===== src/rtl/rf_param.sv =====
// Parameterised register file with two combinational read ports, one write
// port, a hardwired-zero entry 0 and a sequenced full-file clear. The clear
// walks every entry writing zero, one per clock, and runs after reset or on
// request via clear_i. While it runs, both read ports return zero and the
// write port is ignored.
module rf_param #(
    parameter int XLEN  = 32,
    parameter int NREGS = 32,
    parameter int AW    = $clog2(NREGS)
) (
    input  logic            clk_i,
    input  logic            reset_i,
    input  logic [AW-1:0]   addr_1_i,
    input  logic [AW-1:0]   addr_2_i,
    input  logic [AW-1:0]   addr_3_i,
    input  logic            WE3_i,
    input  logic [XLEN-1:0] WD3_i,
    input  logic            clear_i,
    output logic [XLEN-1:0] RD_1_o,
    output logic [XLEN-1:0] RD_2_o,
    output logic            busy_o
);

    // FSM encoding kept as plain constants for compatibility with older tools.
    localparam logic [0:0] ST_IDLE  = 1'b0;
    localparam logic [0:0] ST_CLEAR = 1'b1;

    localparam logic [AW-1:0] LAST_IDX = AW'(NREGS - 1);
    localparam logic [AW-1:0] ZERO_IDX = '0;

    logic [0:0]      state_q;
    logic [0:0]      state_d;
    logic [AW-1:0]   clr_cnt_q;
    logic [AW-1:0]   clr_cnt_d;
    logic [XLEN-1:0] mem [NREGS];

    logic            in_idle;
    logic            wr_en;
    logic            clr_wr;
    logic            rd_block;

    // Select the value a read port presents: forced zero while the file is
    // unavailable or for entry 0, the in-flight write data on an address
    // match, otherwise the stored entry.
    function automatic logic [XLEN-1:0] read_sel(
        input logic            block,
        input logic [AW-1:0]   rd_addr,
        input logic            bypass_en,
        input logic [AW-1:0]   wr_addr,
        input logic [XLEN-1:0] wr_data,
        input logic [XLEN-1:0] stored
    );
        logic [XLEN-1:0] res;
        if (block || (rd_addr == ZERO_IDX)) begin
            res = '0;
        end else if (bypass_en && (rd_addr == wr_addr)) begin
            res = wr_data;
        end else begin
            res = stored;
        end
        return res;
    endfunction

    assign in_idle  = (state_q == ST_IDLE);

    // A write lands only in IDLE, outside reset, when no clear is being
    // requested, and never to entry 0.
    assign wr_en    = !reset_i && in_idle && !clear_i && WE3_i
                      && (addr_3_i != ZERO_IDX);

    // The clear walk stalls at entry 0 while reset is held; the walk
    // proper starts on the first edge after release.
    assign clr_wr   = !reset_i && (state_q == ST_CLEAR);

    // Reads are blanked during the clear walk and while reset is asserted.
    assign rd_block = reset_i || (state_q == ST_CLEAR);

    assign busy_o   = (state_q == ST_CLEAR);

    // Next-state logic: IDLE -> CLEAR on request, CLEAR walks every entry
    // once and returns to IDLE; clear_i is ignored while walking.
    always_comb begin
        state_d   = state_q;
        clr_cnt_d = clr_cnt_q;
        case (state_q)
            ST_IDLE: begin
                if (clear_i) begin
                    state_d   = ST_CLEAR;
                    clr_cnt_d = '0;
                end
            end
            ST_CLEAR: begin
                if (clr_cnt_q == LAST_IDX) begin
                    state_d   = ST_IDLE;
                    clr_cnt_d = '0;
                end else begin
                    clr_cnt_d = clr_cnt_q + 1'b1;
                end
            end
            default: begin
                state_d   = ST_IDLE;
                clr_cnt_d = '0;
            end
        endcase
    end

    // State register: reset forces (and holds) the start of a fresh clear.
    always_ff @(posedge clk_i) begin
        if (reset_i) begin
            state_q   <= ST_CLEAR;
            clr_cnt_q <= '0;
        end else begin
            state_q   <= state_d;
            clr_cnt_q <= clr_cnt_d;
        end
    end

    // Storage array: the clear walk has priority over the write port, which
    // is already disabled outside IDLE.
    always_ff @(posedge clk_i) begin
        if (clr_wr) begin
            mem[clr_cnt_q] <= '0;
        end else if (wr_en) begin
            mem[addr_3_i] <= WD3_i;
        end
    end

    // Read port 1 with write-through bypass.
    always_comb begin
        RD_1_o = read_sel(rd_block, addr_1_i, wr_en, addr_3_i, WD3_i,
                          mem[addr_1_i]);
    end

    // Read port 2 with write-through bypass.
    always_comb begin
        RD_2_o = read_sel(rd_block, addr_2_i, wr_en, addr_3_i, WD3_i,
                          mem[addr_2_i]);
    end

endmodule

===== config.mk =====
export PLATFORM = sky130hd
export DESIGN_NAME = rf_param
export DESIGN_NICKNAME = d
export VERILOG_FILES = /design/src/rtl/rf_param.sv
export SDC_FILE = /design/constraint.sdc
export NUM_CORES = 1
export LEC_CHECK = 0
export ABC_CLOCK_PERIOD_IN_PS = 11600
export BUFFER_PORTS_ARGS = -buffer_cell sky130_fd_sc_hd__buf_2
export CAP_MARGIN = 0
export CORE_UTILIZATION = 60
export DETAILED_ROUTE_END_ITERATION = 10
export PLACE_DENSITY_LB_ADDON = 0.12
export SETUP_SLACK_MARGIN = 0.1
export SLEW_MARGIN = 20
export SYNTH_ARGS = -nofsm -noshare
export SYNTH_HDL_FRONTEND = slang
export SYNTH_SLANG_ARGS = --single-unit

===== constraint.sdc =====
create_clock -name clk_i -period 11.6 [get_ports clk_i]
set_input_delay 2.32 -clock clk_i [delete_from_list [all_inputs] [get_ports clk_i]]
set_output_delay 2.32 -clock clk_i [all_outputs]
set_load 0.1 [all_outputs]

Yosys cells after proc, flatten, opt, wreduce, memory -nomap -nowiden

Memories as Yosys holds them, arrays and structs flattened.
Index checks and enable logic that the tools add are counted.

Equality and inequality tests: 4
Bitwise logic cells: 1
Reductions and logical operators: 16
Muxes and demuxes: 18
Add/subtract/negate cells: 1

Operator list:

| cell                                                          | count |
|---|---|
| 32-bit two-way mux                                            | 5 |
| 32-bit OR reduction                                           | 1 |
| 5-bit two-way mux                                             | 3 |
| 5-bit == test                                                 | 2 |
| 5-bit zero test                                               | 2 |
| 5-bit one-hot mux with 2 select lines                         | 1 |
| 1-bit two-way mux                                             | 8 |
| 1-bit logical AND                                             | 7 |
| 5-bit by 1-bit adder with 5-bit output, second input constant | 1 |
| 5-bit == test, second input constant                          | 1 |
| 5-bit nonzero test                                            | 1 |
| 1-bit logical OR                                              | 3 |
| 1-bit zero test                                               | 2 |
| 2-bit inequality test, second input constant                  | 1 |
| 1-bit one-hot mux with 2 select lines                         | 1 |
| 1-bit NOT                                                     | 1 |

Output and inout port bits: 65
Register bits: 6
RAM bits: 1024
Word-level logic and storage cells: 43
Memories: 1

Memories:

| memory | depth | width | read ports | clocked after Yosys merged registers in | wr ports | line | RTL |
|---|---|---|---|---|---|---|---|
| mem    | 32    | 32    | 2          | 0                                       | 1        | 35   | `logic [XLEN-1:0] mem [NREGS];` |

Logic depth before layout (Yosys ltp)

Gate-level depths: netlist of the first run.

Word-level depth: 10
Mapped depth: 9
Mapped depth without buffers: 7

Worst setup path before layout of the first run

Ideal clock, no wire load.

Kind: input to output
Start: input port reset_i
End: output port RD_1_o[24]
Path slack: 4.497 ns
Stages: 5
Arrival: 4.783 ns
Path buffers: 1
Cell sequence: or4b_4 -> a21oi_1 -> clkbuf_1 -> and2_1 -> a211o_1

Cells in the longest elaborated chain, start to end: 8
Elaborated cells between the ends (all ways): 10
Those cells by class: 2 x mux; 8 x reduce/logical

Ends and longest elaborated chain:

| what                           | line | RTL |
|---|---|---|
| start: declaration             | 12   | `input logic reset_i,` |
| 1-bit zero test                | 68   | `assign wr_en = !reset_i && in_idle && !clear_i && WE3_i` |
| 1-bit logical AND (3 in a row) | 68   |  |
| 1-bit logical AND              | 69   | `&& (addr_3_i != ZERO_IDX);` |
| 1-bit logical AND              | 56   | `end else if (bypass_en && (rd_addr == wr_addr)) begin` |
| 32-bit two-way mux             | 56   |  |
| 32-bit two-way mux *           | 54   | `if (block \|\| (rd_addr == ZERO_IDX)) begin` |
| end: declaration               | 19   | `output logic [XLEN-1:0] RD_1_o,` |

Every way passes the cells marked *; elsewhere a longest branch is shown, timed or not.

Final worst setup path of the first run

Start: input port addr_1_i[2]
End: output port RD_1_o[30]

Cells in the longest elaborated chain, start to end: 4
Elaborated cells between the ends (all ways): 7
Those cells by class: 1 x eq/ne; 2 x mux; 3 x reduce/logical; 1 x memory

Ends and longest elaborated chain:

| what                                                       | line | RTL |
|---|---|---|
| start: declaration                                         | 13   | `input logic [AW-1:0] addr_1_i,` |
| branches (longest 3 deep; another with memory 32 x 32 bit) | n/a  |  |
| 32-bit two-way mux *                                       | 54   |  |

Every way passes the cells marked *.

==> reports/metrics.yaml, run 1 <==
floorplan:
  ios: 116
  initial_core_util_pct: 60.9
  design.core.area_sq_um: 79400
  die_x_microns: 286
  rows: 103
  die-area_sq_um: 81700
  dieHeight_microns: 286
timing:
  clock_skew_ns: 0.0212
  tns_ns: 0
  rsz0062_at_grt: "no"
  maxSlewHeadroom_pct: 25.0
  worst_slew_pin_slew_ns: 1.12
  finalMaxSlewViolations: 0
  layout_min_cycle_time_ns: 8.26
  finalSetupViolCount: 0
  fmax_mhz: 121
  final-hold-violation-count: 0
  fin_crit_sh_pct: 71.2
global_route:
  grt_pass1_wl_microns: 211000
  grt_max_degree: 133
  groute.usage.overall_pct: 36.5
  overflow: 0
  antenna_found_initial: 4
  grt_pass1_vias: 30349
critical_path:
  end_kind: "primary output"
  rr_worst_depth: 5
  required_ns: 9.28
  critical_path_class: "in2out"
  rrSetupSlack_ns: 7.70
  crit_arrival_ns: 5.94
  start_kind: "input pin"
  r2r-end: "mem[15][16]"
  crit_fanout: 48
  r2r-start: "busy_o"
clock_tree:
  numClockSinks: 1030
  h-tree-depth: 3
  path_clk_slew_ns: 0.06
  postCtsSetupRepairBufs: 0
  post_cts_resized: 0
  clk_latency_ns: 0.67
  root_buffer: "clkbuf_16"
  cts_tree: "done"
  hold_buffers: 0
  cts_buffers: 104
  cts.path.max_buffers: 3
placed_design:
  portBuffers: 115
  gp_congestion: 0.838
  dp_hpwl_microns: 76800
  postPlaceCellArea_sq_um: 50300
final_layout:
  area_growth_pct: 11.6
  n_antenna_cell: 0
  final_nets: 2767
  final_area_sq_um: 53900
  layout-drive-gt1-share_pct: 28.8
detailed_routing:
  routed_wl_microns: 148000
  drt_first_pass_iters: 5
  drt_iter0_markers: 4269
  drc: 0
  viasPerCell: 7.78
  wl_per_cell_microns: 38.4
  vias: 29948
  drtAntennaViolNets: 0
synth:
  synth_edf_count: 1024
  ys_types: 40
  synth_commonest_cells: "edfxtp_1, mux4_2, mux2i_1, a22oi_1, a21oi_1"
  ys_ff_latch: 1030
  ys_warn_count: 0
  yosysSeqAreaShare_pct: 63.9
  avgSynthCellArea_sq_um: 18.3
  synthTopCellsByArea: "edfxtp_1, mux4_2, mux2i_1"
  synthFlopType: "edfxtp_1"
  syn_inst: 2638
  yosysMostFrequentCell: "edfxtp_1"
  synth-async-reset-ratio_pct: 0
  netlist_area_sq_um: 48300
  synth_top_area_share_pct: 63.7
  yosysTopAreaCell: "edfxtp_1"
  syn_nets: 2691
power:
  p_sw_share_pct: 21.4
  cellLeakagePower_uw: 0.0176
  p_per_area_nw_per_um2: 149
  ir_drop_uv: 115
  intPower_uw: 6320
  switchingPower_uw: 1730
  p_clk_share_pct: 43.6
  combPwrFrac_pct: 5.8
  power_frac_seq_pct: 50.5
hold_path:
  hp-start: "clr_cnt_q[1]"
  min_to: "clr_cnt_q[3]"
  hold_path_class: "reg2reg"
  hold_depth: 2
run_status:
  status: "completed"
run:
  maxCapViolCount: 0
## logic make-up (layout without fill, tap and decap cells)
kind of cell,after synthesis,count (layout),share of synthesized area (%)
XOR/XNOR,10,10,0.181
AND/OR/NAND/NOR,120,120,1.31
AO/OA/AOI/OAI,606,606,9.34
multiplexers,640,640,23.2
flip-flops,1030,1030,63.9
buffers and inverters,230,389,2.01
adder cells (fa/ha/maj),2,2,0.0518
## through the flow
stage               power [uW]  setup slack [ns]  utilization, %  hold slack [ns]  cells
global route              8200              3.22            67.9            0.636   3847
detailed placement        4600              3.37            63.4            0.579   3655
global placement          4600              3.49            63.4            0.556   3655
CTS                       8040              3.36            67.8            0.586   3844
finish                    8040              3.34            67.9            0.588   3847
floorplan                 4450              4.50               -            0.521   2638
## worst max path at each step
stage	start	end	cells after the start
global route	reset_i	RD_1_o[14]	7
CTS	reset_i	RD_2_o[8]	7
detailed placement	reset_i	RD_2_o[29]	7
global placement	addr_2_i[1]	RD_2_o[14]	8
floorplan	reset_i	RD_1_o[24]	5
finish	addr_1_i[2]	RD_1_o[30]	9
## flip-flops by register name, summed over array words and instances, names as in the netlist
| signal | cells |
|---|---|
| busy_o | 1 |
| clr_cnt_q | 5 |
| mem | 1024 |
## routing by layer
layer | vias to the layer above | track usage (%) | part of all wire [%] | wire, microns
li1 | 11619 | - | - | -
met1 | 15506 | 48.3 | 34 | 50600
met2 | 2324 | 58.3 | 48 | 70700
met3 | 497 | 7.56 | 12 | 18100
met4 | 2 | 18.2 | 5.6 | 8250
met5 | - | 0 | 0.011 | 16
## critical path, stage by stage
cell      delay [ns]
buf_2           0.41
buf_4           0.59
nor2b_4         0.28
buf_4           0.47
a221oi_1        0.49
a22oi_1         0.12
a21oi_1         0.56
a211o_1         0.22
buf_2           0.43
## layout by cell type, fill, tap and decap left out, types with 64 or more instances in the layout
master / count
a211o_1: 64
a21oi_1: 134
a221oi_1: 128
a22oi_1: 192
buf_2: 111
buf_4: 71
clkbuf_16: 107
edfxtp_1: 1024
mux2i_1: 256
mux4_2: 384
o21bai_1: 64
## power groups by stage
stage	combinational, uW	sequential (uW)	clock [uW]
2_1_floorplan	310	4140	0
3_3_place_gp	454	4140	0
3_5_place_dp	459	4140	0
4_1_cts	461	4060	3520
5_1_grt	483	4070	3650
6_report	470	4060	3510
## layout make-up
| cell class | count | area, sq um |
|---|---|---|
| flip-flops and latches | 1030 | 30900 |
| fillers | 5174 | 25500 |
| multi-input cells | 1378 | 16900 |
| clock buffers | 117 | 2720 |
| well taps | 1050 | 1310 |
| repair buffers | 195 | 1310 |
| clock inverters | 72 | 825 |
| inverters | 5 | 18.8 |
(Power assumes the default switching activity.)
==> run 2, diff against run 1 <==
--- a/config.mk
+++ b/config.mk
@@ -5,7 +5,7 @@
 export SDC_FILE = /design/constraint.sdc
 export NUM_CORES = 1
 export LEC_CHECK = 0
-export ABC_CLOCK_PERIOD_IN_PS = 11600
+export ABC_CLOCK_PERIOD_IN_PS = 7700
 export BUFFER_PORTS_ARGS = -buffer_cell sky130_fd_sc_hd__buf_2
 export CAP_MARGIN = 0
 export CORE_UTILIZATION = 60
==> constraint.sdc (replaced) <==
create_clock -name clk_i -period 7.7 [get_ports clk_i]
set_input_delay 1.54 -clock clk_i [delete_from_list [all_inputs] [get_ports clk_i]]
set_output_delay 1.54 -clock clk_i [all_outputs]
set_load 0.1 [all_outputs]
==> run 2 against run 1 <==
  * Critical path depth shrank 1
  * Sequential power grew 51%
  * Critical endpoint is now RD_1_o[12]
  * Highest routed layer unchanged
  * Sequential share of layout area is 0.054 points lower
  * Combinational power rose by 52%
  * Largest power group unchanged
  * Critical path type unchanged
  * Cell count rose by 1.0%
==> reports/metrics.yaml, run 2 (synthesized netlist as in run 1, its figures left out) <==
global_route:
  overflow: 0  # unchanged
  grt_pass1_vias: 30702  # +1.2%
  grt_max_degree: 110  # -17%
  grt_pass1_wl_microns: 215000  # +1.8%
  antenna_found_initial: 3  # -1
  groute.usage.overall_pct: 37.5  # +0.94 points
final_layout:
  fin_cells: 3887  # +1.0%
  final_common_cell: "edfxtp_1"
  post-route-util_pct: 68.0  # about the same
  layout-drive-gt1-share_pct: 28.5  # -0.33 points
  fillCellCount: 5173  # -0.019%
  area_growth_pct: 11.7  # about the same
  final_nets: 2805  # +1.4%
  layout_common_cells: "edfxtp_1, mux4_2, mux2i_1"
  largest_reg_flops: 1024  # unchanged
  final_area_sq_um: 54000  # about the same
  largest-register: "mem"
floorplan:
  die-area_sq_um: 81700  # unchanged
  ios: 116  # unchanged
  die_x_microns: 286  # unchanged
  rows: 103  # unchanged
  initial_core_util_pct: 60.9  # unchanged
  dieHeight_microns: 286  # unchanged
  design.core.area_sq_um: 79400  # unchanged
clock_tree:
  root_buffer: "clkbuf_16"
  hold_buffers: 0  # unchanged
  cts_tree: "done"
  postCtsSetupRepairBufs: 0  # unchanged
  clk_latency_ns: 0.68  # about the same
  post_cts_resized: 0  # unchanged
  path_clk_slew_ns: 0.06  # about the same
  cts.path.max_buffers: 3  # unchanged
  h-tree-depth: 3  # unchanged
  cts_buffers: 104  # unchanged
  numClockSinks: 1030  # unchanged
timing:
  fin_crit_sh_pct: 82.8
  finalSetupViolCount: 0  # unchanged
  fmax_mhz: 157
  clock_skew_ns: 0.0177  # -0.00347 ns
  tns_ns: 0  # unchanged
  layout_min_cycle_time_ns: 6.37
  rsz0062_at_grt: "no"
  final-hold-violation-count: 0  # unchanged
  maxSlewHeadroom_pct: 19.5  # -5.5 points
  finalMaxSlewViolations: 0  # unchanged
  worst_slew_pin_slew_ns: 1.20  # +0.0812 ns
placed_design:
  gp_congestion: 0.889  # +6.0%
  dp.cells: 3696  # +1.1%
  portBuffers: 115  # unchanged
  dp_hpwl_microns: 85200  # +11%
  postPlaceCellArea_sq_um: 50700  # +0.86%
critical_path:
  r2r-start: "busy_o"
  start_kind: "input pin"
  startpoint: "addr_1_i[2]"
  crit_fanout: 44  # -8.3%
  r2r-end: "mem[31][21]"
  crit_path_end: "RD_1_o[12]"
  required_ns: 6.16  # -3.12 ns
  crit_arrival_ns: 4.83  # -1.11 ns
  end_kind: "primary output"
  rrSetupSlack_ns: 3.76  # -3.94 ns
  rr_worst_depth: 6  # +1
  critical_path_class: "in2out"
detailed_routing:
  vias: 30296  # +1.2%
  drc: 0  # unchanged
  drt_first_pass_iters: 6  # +1
  viasPerCell: 7.79  # +0.12%
  drt_iter0_markers: 4401  # +3.1%
  drtAntennaViolNets: 0  # unchanged
  wl_per_cell_microns: 38.8  # +1.2%
  routed_wl_microns: 151000  # +2.2%
hold_path:
  hold_path_class: "reg2reg"
run:
  maxCapViolCount: 0  # unchanged
run_status:
  status: "completed"
power:
  cellLeakagePower_uw: 0.0176  # +0.34%
  p_per_area_nw_per_um2: 217  # +45%
  ir_drop_uv: 196  # +71%
==> run 2: layout make-up <==
| cell class | instances | area [sq um] | area share [%] |
|---|---|---|---|
| clock buffers | 140 | 2840 | 5.27 |
| diodes | 1 | 2.50 | 0.00464 |
| clock inverters | 50 | 380 | 0.705 |
| flip-flops and latches | 1030 | 30900 | 57.2 |
| repair buffers | 233 | 1700 | 3.15 |
| well taps | 1050 | 1310 | 2.43 |
| multi-input cells | 1378 | 16800 | 31.2 |
| inverters | 5 | 18.8 | 0.0348 |
==> run 2: worst min-delay path by stage <==
stage	from	to	slack [ns]	cells after the start
6_report	clr_cnt_q[1]	clr_cnt_q[3]	0.63	2
5_1_grt	clr_cnt_q[1]	clr_cnt_q[3]	0.65	2
4_1_cts	clr_cnt_q[1]	clr_cnt_q[3]	0.62	2
3_5_place_dp	clr_cnt_q[1]	clr_cnt_q[3]	0.61	2
3_3_place_gp	clr_cnt_q[1]	clr_cnt_q[3]	0.56	2
2_1_floorplan	clr_cnt_q[1]	clr_cnt_q[3]	0.52	2
==> run 2: critical path, stage by stage <==
cell      delay [ns]
buf_2           0.33
nor2_4          0.89
buf_4           0.68
a221oi_1        0.24
a22oi_1         0.21
a21oi_1         0.10
a211o_1         0.37
buf_2           0.33
==> run 2: through the flow <==
| step | hold WS [ns] | worst slack, ns | total power [uW] |
|---|---|---|---|
| floorplan | 0.521 | 2.16 | 6700 |
| global placement | 0.559 | 1.58 | 6940 |
| detailed placement | 0.608 | 1.47 | 6940 |
| CTS | 0.616 | 1.47 | 11700 |
| global route | 0.646 | 1.32 | 12000 |
| finish | 0.630 | 1.33 | 11700 |
==> run 2: metal layers <==
layer / routed length (microns) / up-vias / track usage, %
met5: 11 / - / 0
met4: 10000 / 2 / 22.1
met3: 18700 / 569 / 8.27
met2: 70700 / 2500 / 57.9
met1: 51500 / 15516 / 49.5
li1: - / 11709 / -
==> run 2: where the power goes <==
group	switching, uW	internal (uW)	leakage (uW)
clock network	2090	2770	0.00157
registers	16.5	6110	0.00892
logic	449	266	0.00715
total	2550	9150	0.0176
